### config.mk
export PLATFORM = sky130hd
export DESIGN_NAME = cache_line_fill
export DESIGN_NICKNAME = d
export VERILOG_FILES = /design/src/rtl/cache_line_fill_pkg.sv /design/src/rtl/cache_line_fill.sv
export SDC_FILE = /design/constraint.sdc
export NUM_CORES = 1
export LEC_CHECK = 0
export BUFFER_PORTS_ARGS = -buffer_cell sky130_fd_sc_hd__clkbuf_2
export CELL_PAD_IN_SITES_DETAIL_PLACEMENT = 0
export CELL_PAD_IN_SITES_GLOBAL_PLACEMENT = 1
export CORE_MARGIN = 4
export CORE_UTILIZATION = 48
export CTS_CLUSTER_DIAMETER = 80
export DETAILED_ROUTE_END_ITERATION = 12
export PLACE_DENSITY_LB_ADDON = 0.1
export SLEW_MARGIN = 15
export SYNTH_ARGS = -nofsm -noshare
export SYNTH_HDL_FRONTEND = slang
export SYNTH_SLANG_ARGS = --single-unit
### constraint.sdc
create_clock -name clk_i -period 15.2 [get_ports clk_i]
set_input_delay 0.76 -clock clk_i [delete_from_list [all_inputs] [get_ports clk_i]]
set_output_delay 0.76 -clock clk_i [all_outputs]
set_load 0.03 [all_outputs]
### src/rtl/cache_line_fill_pkg.sv
// Shared constants for the cache line refill path: FSM encoding of the fill
// engine and the derived line/index widths also used by the cache controller.
package cache_line_fill_pkg;

  // Default geometry of the data array.
  localparam int unsigned WordWidthDef   = 32;
  localparam int unsigned WordsPerLineDef = 4;
  localparam int unsigned NLinesDef      = 64;

  // Width of one full line in bits.
  function automatic int unsigned line_width(input int unsigned word_width,
                                             input int unsigned words_per_line);
    return word_width * words_per_line;
  endfunction

  // Derived widths for the default geometry.
  localparam int unsigned LineWidthDef = WordWidthDef * WordsPerLineDef;
  localparam int unsigned LineIdxWDef  = $clog2(NLinesDef);
  localparam int unsigned WordIdxWDef  = $clog2(WordsPerLineDef);

  // Fill engine state encoding.
  localparam logic [1:0] StIdle  = 2'd0;
  localparam logic [1:0] StFill  = 2'd1;
  localparam logic [1:0] StWrite = 2'd2;
  localparam logic [1:0] StDone  = 2'd3;

endpackage

### src/rtl/cache_line_fill.sv
// Line refill engine: collects WORDS_PER_LINE in-order beats, forwards the
// critical word early, then commits the assembled line to the data SRAM in a
// single write cycle and pulses done.
module cache_line_fill
  import cache_line_fill_pkg::*;
#(
  parameter int unsigned WORD_WIDTH     = WordWidthDef,
  parameter int unsigned WORDS_PER_LINE = WordsPerLineDef,
  parameter int unsigned N_LINES        = NLinesDef,
  localparam int unsigned LineWidth     = line_width(WORD_WIDTH, WORDS_PER_LINE),
  localparam int unsigned LineIdxW      = $clog2(N_LINES),
  localparam int unsigned WordIdxW      = $clog2(WORDS_PER_LINE)
) (
  input  logic                  clk_i,
  input  logic                  rst_i,
  // Fill request
  input  logic                  req_i,
  input  logic [LineIdxW-1:0]   req_line_i,
  input  logic [WordIdxW-1:0]   req_word_i,
  output logic                  busy_o,
  // Memory-side beats
  input  logic [WORD_WIDTH-1:0] mem_data_i,
  input  logic                  mem_valid_i,
  output logic                  mem_ready_o,
  // Critical word to the core
  output logic [WORD_WIDTH-1:0] crit_data_o,
  output logic                  crit_valid_o,
  // Data SRAM write port
  output logic                  sram_en_o,
  output logic                  sram_we_o,
  output logic [LineIdxW-1:0]   sram_addr_o,
  output logic [LineWidth-1:0]  sram_data_o,
  output logic                  done_o
);

  localparam logic [WordIdxW-1:0] LastWord = WordIdxW'(WORDS_PER_LINE - 1);

  logic [1:0]            state_q, state_d;
  logic [WordIdxW-1:0]   cnt_q, cnt_d;
  logic [LineIdxW-1:0]   line_q, line_d;
  logic [WordIdxW-1:0]   word_q, word_d;
  logic [LineWidth-1:0]  buf_q, buf_d;
  logic [WORD_WIDTH-1:0] crit_data_q, crit_data_d;
  logic                  crit_valid_q, crit_valid_d;
  logic [LineIdxW-1:0]   sram_addr_q, sram_addr_d;
  logic [LineWidth-1:0]  sram_data_q, sram_data_d;

  logic beat_acc;
  logic last_beat;

  // Beat handshake decode.
  always_comb begin
    beat_acc  = (state_q == StFill) && mem_valid_i;
    last_beat = beat_acc && (cnt_q == LastWord);
  end

  // FSM next state and request capture.
  always_comb begin
    state_d = state_q;
    line_d  = line_q;
    word_d  = word_q;
    cnt_d   = cnt_q;
    case (state_q)
      StIdle: begin
        if (req_i) begin
          line_d  = req_line_i;
          word_d  = req_word_i;
          cnt_d   = '0;
          state_d = StFill;
        end
      end
      StFill: begin
        if (beat_acc) begin
          cnt_d = cnt_q + WordIdxW'(1);
        end
        if (last_beat) begin
          state_d = StWrite;
        end
      end
      StWrite: state_d = StDone;
      StDone:  state_d = StIdle;
      default: state_d = StIdle;
    endcase
  end

  // Line assembly, critical-word capture and SRAM write staging.
  always_comb begin
    buf_d        = buf_q;
    crit_data_d  = crit_data_q;
    crit_valid_d = 1'b0;
    sram_addr_d  = sram_addr_q;
    sram_data_d  = sram_data_q;
    for (int k = 0; k < int'(WORDS_PER_LINE); k++) begin
      if (beat_acc && (cnt_q == WordIdxW'(k))) begin
        buf_d[k*WORD_WIDTH +: WORD_WIDTH] = mem_data_i;
      end
    end
    if (beat_acc && (cnt_q == word_q)) begin
      crit_data_d  = mem_data_i;
      crit_valid_d = 1'b1;
    end
    // Stage the complete line (including the final beat) so it is presented
    // in the WRITE cycle and then held afterwards.
    if (last_beat) begin
      sram_addr_d = line_q;
      sram_data_d = buf_d;
    end
  end

  // State and datapath registers.
  always_ff @(posedge clk_i or posedge rst_i) begin
    if (rst_i) begin
      state_q      <= StIdle;
      cnt_q        <= '0;
      line_q       <= '0;
      word_q       <= '0;
      buf_q        <= '0;
      crit_data_q  <= '0;
      crit_valid_q <= 1'b0;
      sram_addr_q  <= '0;
      sram_data_q  <= '0;
    end else begin
      state_q      <= state_d;
      cnt_q        <= cnt_d;
      line_q       <= line_d;
      word_q       <= word_d;
      buf_q        <= buf_d;
      crit_data_q  <= crit_data_d;
      crit_valid_q <= crit_valid_d;
      sram_addr_q  <= sram_addr_d;
      sram_data_q  <= sram_data_d;
    end
  end

  // Outputs decoded from registered state only.
  always_comb begin
    busy_o       = (state_q != StIdle);
    mem_ready_o  = (state_q == StFill);
    sram_en_o    = (state_q == StWrite);
    sram_we_o    = (state_q == StWrite);
    done_o       = (state_q == StDone);
    crit_data_o  = crit_data_q;
    crit_valid_o = crit_valid_q;
    sram_addr_o  = sram_addr_q;
    sram_data_o  = sram_data_q;
  end

endmodule

==> summary by stage, run 1 <==
Run status
The run finished with clean final reports.

Synth
The sequential fraction of the synthesis area is 65.9%. The commonest cells after synthesis are dfrtp_1, mux2_2, nand2_1, buf_2, mux2_1. dfrtp_1 is the most common cell in the netlist.

The post-synthesis async set-or-reset flop share is between 90% and 100%. The portion of synthesized cell area occupied by the leading cell type is roughly 66%. In the post-synthesis netlist, the biggest area contributors are dfrtp_1, mux2_2, nand2_1, mux2_1, buf_2. The count of warnings emitted by yosys is 0.

The flip-flop and latch count after synthesis is 275. The number of distinct standard cells referenced by the synthesized netlist is 23. The synthesized netlist cell count is 699. The area of the mapped netlist is around 10000 um2.

For this run, the leading register cell type out of synthesis is dfrtp_1. dfrtp_1 takes more of the synthesized area than any other cell. In this run the mean area of a mapped cell was 14.9 um2. When the netlist entered floorplanning its net count stood at around 750.

The synthesized design contains 0 enable-type register cells.

Job
The max-cap violation count is 0.

GRT
Global routing consumed, over all layers together, 18.2% of the routing resources. After global routing the overflow that remains totals 0. The number of global-route vias before repair is 6523. The number of antenna violations at the first check in global routing came to 0. The largest net degree at the start of global routing is 128.

The global-route wire length before repair is 35.6 mm.

CTS
The post-CTS resize count is 0. Clock latency on the worst-skew pair, taken at its later pin, is between 500 and 600 ps. The buffer levels on the longest clock path is 3. Hold repair after CTS inserted 0 buffers.

The tree is rooted in a clkbuf_16. The H-tree level count is 1. Once the clock tree was built, the setup fixing pass inserted 0 buffers. The clock buffer count from CTS is 28. The post-CTS clock slew at the launch and capture registers of the worst setup and hold paths is 60 ps. TritonCTS built the clock tree. The number of sinks on the clock net is between 200 and 300.

Setup path
Data on the critical path arrives at its endpoint at 3650 ps. The setup check on the worst reg-to-reg path leaves a slack of 11950 ps. The data required time at the worst endpoint is around 16000 ps.

Traced cell by cell, the critical path runs through inv_1 -> ha_1 -> and3_4 -> buf_4 -> mux2_2. The longest individual stage delay on the worst path is 830 ps. The type of origin of the critical path is a flop. The top fanout value on the critical path is 72. The worst setup path is captured at a flop. Counting both buffers and inverters, the worst setup path holds a total of 2.

By startpoint and endpoint, the worst setup path is classified as flop to flop. The gate family responsible for the most delay along the worst path is buffers and inverters. The master of the slowest instance on the critical path is and3_4.

Floorplan
216 I/O pins were placed. In this run the core area contains 53 standard-cell rows. In this run the standard cell core region covers 21200 um2. The height of the chip is 156 um.

The starting utilization of the core area is 49.2%. In this run the horizontal extent of the chip is 156 um. The die footprint is between 20000 and 25000 um2.

Drt
Dividing the detail-routed wire length by the instance count gives between 15 and 20 um. The number of antenna-violating nets in the routed design is 0. The post-route DRC violation count is 0. The post-detailed-route via-to-cell ratio is roughly 5.1.

The total vias in the final route is 6158. The total wire length is roughly 22 mm. The number of iterations in the first detailed-routing pass is 4. The count of routing violations after the opening detailed-route iteration is 271.

Timing
The final max-slew violation count was 0. The final count of hold timing violations was 0. Adding up every negative setup slack in the final design gives 0 ps. The clock arrives with 6.97 ps of skew. The transition time at the pin with the least slew margin is about 1100 ps. After layout, the worst path uses 21.4% of the clock period. Measured against its own limit, the worst slew margin works out to 24.3%. The clock period minus final worst setup slack is 3250 ps. For this run, the top clock speed supported by timing is 0.307 GHz. Setup repair after global routing left no endpoint under its margin.

The setup violation total in the final timing report is 0. Hold is met by 437 ps.

Pwr
In this run the power density over the cells is 229 nW/um2. Across the VDD grid, the largest voltage drop is 0.105 mV. The static leakage power is between 6 and 7 nW.

Layout
After the last flow step, the layout net total stands at 966. The final design instance area without fill is 12700 um2. The area growth from synthesis to layout is 21.5%. The layout cell share with drive strength beyond 1 is about half. Counting the fill cells in the layout gives 1725.

The repair_antennas step left the layout with diodes totalling 0. Cells fill 59.8% of the core in the end.

Min path
In this run the worst hold path is classified as input pin to asynchronous set/reset pin.

Placement
In this run the cell area measured after placement is 11700 um2. The count of buffers from port buffering is 215. The global placer's final weighted congestion is around 0.71. The HPWL after detailed placement is 14.7 mm.
[cells in the final DEF, fill, tap and decap left out]
cell type and instances:
a21oi_1 3, and3_1 1, and3_4 1, buf_4 4, bufinv_16 5, clkbuf_1 9
clkbuf_16 29, clkbuf_2 215, clkbuf_8 3, clkinv_2 3, clkinvlp_4 1, dfrtp_1 275
ha_1 9, inv_1 7, inv_8 1, mux2_1 16, mux2_2 217, mux2i_1 1
nand2_1 117, nand2b_1 2, nand3_2 4, nor2_1 2, nor2b_1 1, nor4_4 1
o21a_1 1, o21ai_0 2, o221ai_1 1, xor2_1 2
[registers in the layout (all words and copies together) (netlist names)]
register	count
crit_valid_o	1
state_q	2
sram_data_o	128
line_q	6
cnt_q	2
crit_data_o	32
word_q	2
buf_q	96
sram_addr_o	6
[cell type report]
type	count	area, um2	area share (%)
clock buffers	41	801	6.31
clock inverters	9	173	1.36
inverters	8	37.5	0.296
multi-input cells	381	3350	26.4
flip-flops and latches	275	6880	54.2
well taps	275	344	2.71
repair buffers	219	1110	8.71
[final timing paths]
path,from,end,cells past startpoint
max in group asynchronous,rst_i,buf_q[45]$_DFF_PP0_,3
min reg2reg,line_q[5]$_DFFE_PP0P_,sram_addr_o[5]$_DFFE_PP0P_,2
min in group clk_i,line_q[5]$_DFFE_PP0P_,sram_addr_o[5]$_DFFE_PP0P_,2
max,state_q[1]$_DFFE_PP0P_,sram_data_o[31]$_DFFE_PP0P_,5
max reg2reg,state_q[1]$_DFFE_PP0P_,sram_data_o[31]$_DFFE_PP0P_,5
min,rst_i,sram_addr_o[1]$_DFFE_PP0P_,2
[stage by stage]
| step | power (mW) | worst slack (ps) | cells |
|---|---|---|---|
| 2_1_floorplan | 1.90 | 6860 | 699 |
| 3_3_place_gp | 2.17 | 12040 | 1158 |
| 3_5_place_dp | 2.22 | 11980 | 1158 |
| 4_1_cts | 2.94 | 11970 | 1208 |
| 5_1_grt | 3.06 | 11770 | 1208 |
| 6_report | 2.90 | 11950 | 1208 |
[kinds of logic (layout without fill, tap and decap cells)]
kind of cell / count (synthesis) / in the layout / synth area share, %
AO/OA/AOI/OAI: 7 / 7 / 0.395
XOR/XNOR: 2 / 2 / 0.168
multiplexers: 234 / 234 / 25.2
AND/OR/NAND/NOR: 129 / 129 / 5.11
buffers and inverters: 43 / 277 / 2.18
flip-flops: 275 / 275 / 65.9
adder cells (fa/ha/maj): 9 / 9 / 1.08
[where the power goes]
| part | total [mW] | internal (mW) | switching [mW] |
|---|---|---|---|
| clock | 0.715 | 0.448 | 0.267 |
| sequential | 1.18 | 1.04 | 0.136 |
| combinational | 1.01 | 0.372 | 0.638 |
[routing by layer]
| metal | track usage [%] | routed length [um] | vias to the layer above |
|---|---|---|---|
| met3 | 3.61 | 1250 | 24 |
| met4 | 3.42 | 254 | 0 |
| met5 | 0 | 0 | - |
| li1 | - | - | 2800 |
| met1 | 25.2 | 9670 | 3194 |
| met2 | 30.6 | 10900 | 140 |
(Power assumes the default switching activity.)
==> run 2: changes to the inputs <==
Settings changed: CORE_UTILIZATION 48 to 44.
Clock period 15.2 ns to 3.3 ns, I/O delays scaled along.
==> run 2 against run 1 <==
  * Worst hold slack worse by 280 ps
  * Combinational power rose to 4.7 times the previous value
  * Sequential share of layout area down 2.6 points
  * Total power rose to 4.6 times the previous value
  * Global-route usage down 0.29 points
  * Cell area up 5.0%
  * Setup slack worse by 11000 ps
  * Clock skew about the same
  * Clock power rose to 4.6 times the previous value
  * Count of clock-buffer cells in the layout down 4
  * Routed wire length up 4.4%
  * Largest power group unchanged
  * Highest routed layer unchanged
==> summary by stage, run 2 (synthesis results as in run 1) <==
GRT
The largest net degree at the start of global routing is 93. The leftover overflow at the end of global routing is 0. The number of antenna violations at the first check in global routing is 0. The first global-routing pass estimated 38.0 mm of wire.

The number of global-route vias before repair is approximately 6900. Global routing used 17.9% of the available tracks across all layers.

Floorplan
The core outline area is 23400 um2. The die footprint is 26300 um2. The floorplan has 56 rows. 216 I/O pins were placed. The die is 162 um tall. For this configuration, the core starts out at a cell density of 44.6%. The horizontal die dimension is 162 um.

Min path
The path with the worst hold slack has its endpoint at cnt_q[0]$_DFFE_PP0P_. The worst hold path begins at mem_valid_i. Along the worst hold path, the cell count comes to 4. The class of the tightest hold or removal check is input pin to flop.

Timing
The final max-slew violation count is 0. Setup violations remaining at the end of the flow were counted as 0. The final worst-path setup slack is between 900 and 1000 ps.

The maximum clock skew at final layout is between 6 and 7 ps. The tightest hold path in the finished design has a slack of 156 ps. At the pin with the least slew margin, the transition time is 802 ps. Setup repair after global routing left no endpoint under its margin. The headroom to the max-slew limit is 46.4%. The clock period minus final worst setup slack is between 2000 and 2500 ps. The final count of hold timing violations is 0. Static timing analysis puts the maximum clock frequency at ~0.42 GHz. The worst path uses 71.5% of the clock period. After routing, the total negative slack on setup checks comes to 0 ps.

Drt
In this run, the number of DRC markers left after iteration 0 of detailed routing was 351. In this run the remaining antenna-violating nets after routing total 0. Dividing the detail-routed wire length by the instance count gives 17.7 um. The routed design has roughly 23 mm of wire.

The number of iterations in the first detailed-routing pass is 4. The post-route DRC violation count is 0. The detailed router placed 6342 vias in this run. The post-detailed-route via-to-cell ratio is 4.86.

Layout
The filler cells instantiated in the layout total between 1500 and 2000. The count of non-filler cells in the finished layout is ~1300. The top cell types in the final layout, fill and taps aside, are dfrtp_1, mux2_2, clkbuf_2, nand2_1, dlygate4sd3_1. The total area of multi-input combinational cells is 3350 um2. In the final design database the tool counted 1019 nets. The register with the most flip-flops in the layout has roughly 130 of them. The commonest non-fill, non-tap cell in the layout is dfrtp_1. The number of antenna diodes in the final layout is 0. The area growth from synthesis to layout is 27.5%. The final design instance area without fill is 13300 um2.

At the end of the flow the core is filled with cells to between 50 and 60%. Summing all flip-flop and latch instances after layout gives between 6000 and 7000 um2. In the final layout, the share of cells above drive strength 1 is 50.6%.

Setup path
The setup path with the least slack is of type flop to flop. On the worst path, the slowest cell contributes a delay of about 440 ps. Data on the critical path is required at its endpoint by between 3000 and 4000 ps. The type of origin of the critical path is a flop.

The dominant cell type by count on the critical path is mux2_2. The master of the slowest instance on the critical path is ha_1. The startpoint of the lowest-slack register-to-register path is state_q[1]$_DFFE_PP0P_. The worst register-to-register path has a setup slack of 940 ps. Along the worst path, the maximum fanout reaches 26. The endpoint identified for the worst register-to-register timing path is sram_data_o[23]$_DFFE_PP0P_.

The gate family responsible for the most delay along the worst path is multiplexers. Counting both buffers and inverters, the worst setup path holds a total of 2. The critical path goes through inv_1 -> ha_1 -> nand3_2 -> buf_4 -> mux2_2 -> mux2_2.

The critical path arrival is around 2800 ps. The worst reg2reg path depth is 6. The worst setup path is captured at a flop.

CTS
No sink is reached through more buffers than the 3 on the longest clock path. After clock tree synthesis, the clock-pin slew on the worst setup and hold paths is 60 ps. The CTS tree is done. In this run the post-CTS setup repair buffer count came out at 0. The clock latency reported for the late side of the worst-skew pair is 520 ps.

The clock root buffer master is clkbuf_16. Buffers inserted during clock tree synthesis total 29. The H-tree level count is 1. The number of sinks on the clock net is 275.

Placement
Port buffering added roughly 220 buffers. OpenSTA, run right after detailed placement, puts the worst setup slack at 893 ps. In this run the cell area measured after placement is 11900 um2. The detailed-placement wirelength estimate is 15.5 mm. Counting tap cells, the placed design contains a total of between 1000 and 1500 instances. At the end of routability-driven placement, the weighted congestion stood at 0.750.

Pwr
The completed layout was analyzed and its total power is ~13 mW. The power density relative to cell area is 1010 nW/um2. The maximum VDD drop is 0.482 mV. In this run the static leakage power is 6.78 nW.

Run status
The flow ran to the end, and the final reports show no timing, DRC or antenna violations.

Job
The max-cap violation count is 0.
run 2: worst max-delay path by stage:
stage,cells after the start,from,endpoint
floorplan,1,rst_i,buf_q[0]$_DFF_PP0_
global placement,6,state_q[1]$_DFFE_PP0P_,sram_data_o[56]$_DFFE_PP0P_
detailed placement,6,state_q[1]$_DFFE_PP0P_,sram_data_o[54]$_DFFE_PP0P_
CTS,6,state_q[1]$_DFFE_PP0P_,sram_data_o[54]$_DFFE_PP0P_
global route,6,state_q[1]$_DFFE_PP0P_,sram_data_o[55]$_DFFE_PP0P_
finish,6,state_q[1]$_DFFE_PP0P_,sram_data_o[23]$_DFFE_PP0P_
run 2: repair_timing:
item	in CTS	in global routing
resized for setup	0	0
hold buffers	42	0
endpoints found under the hold margin	188	0
run 2: metal layers:
layer | wire, um | track usage, %
met5 | 0 | 0
met4 | 418 | 4.38
met3 | 1320 | 3.93
met2 | 11200 | 29.8
met1 | 10100 | 24.2
run 2: cell type report:
cell class                 instances  share of cell area, %
clock buffer                      37                   5.90
clock inverter                    13                   1.50
inverter                           8                  0.253
multi-input combinational        381                   25.1
sequential                       275                   51.6
tap                              319                   3.00
timing repair buffer             271                   12.6
run 2: worst min-delay path: cells and delay by family:
family,cells,cell delay [ps]
buffers and inverters,1,180
AOI/OAI and AO/OA,2,160
and+or+nand+nor,1,120
run 2: power by group:
part	switching, mW	internal (mW)	total (mW)
Combinational	2.97	1.76	4.73
Sequential	0.611	4.80	5.42
Clock	1.26	2.06	3.32
Total	4.84	8.62	13.5
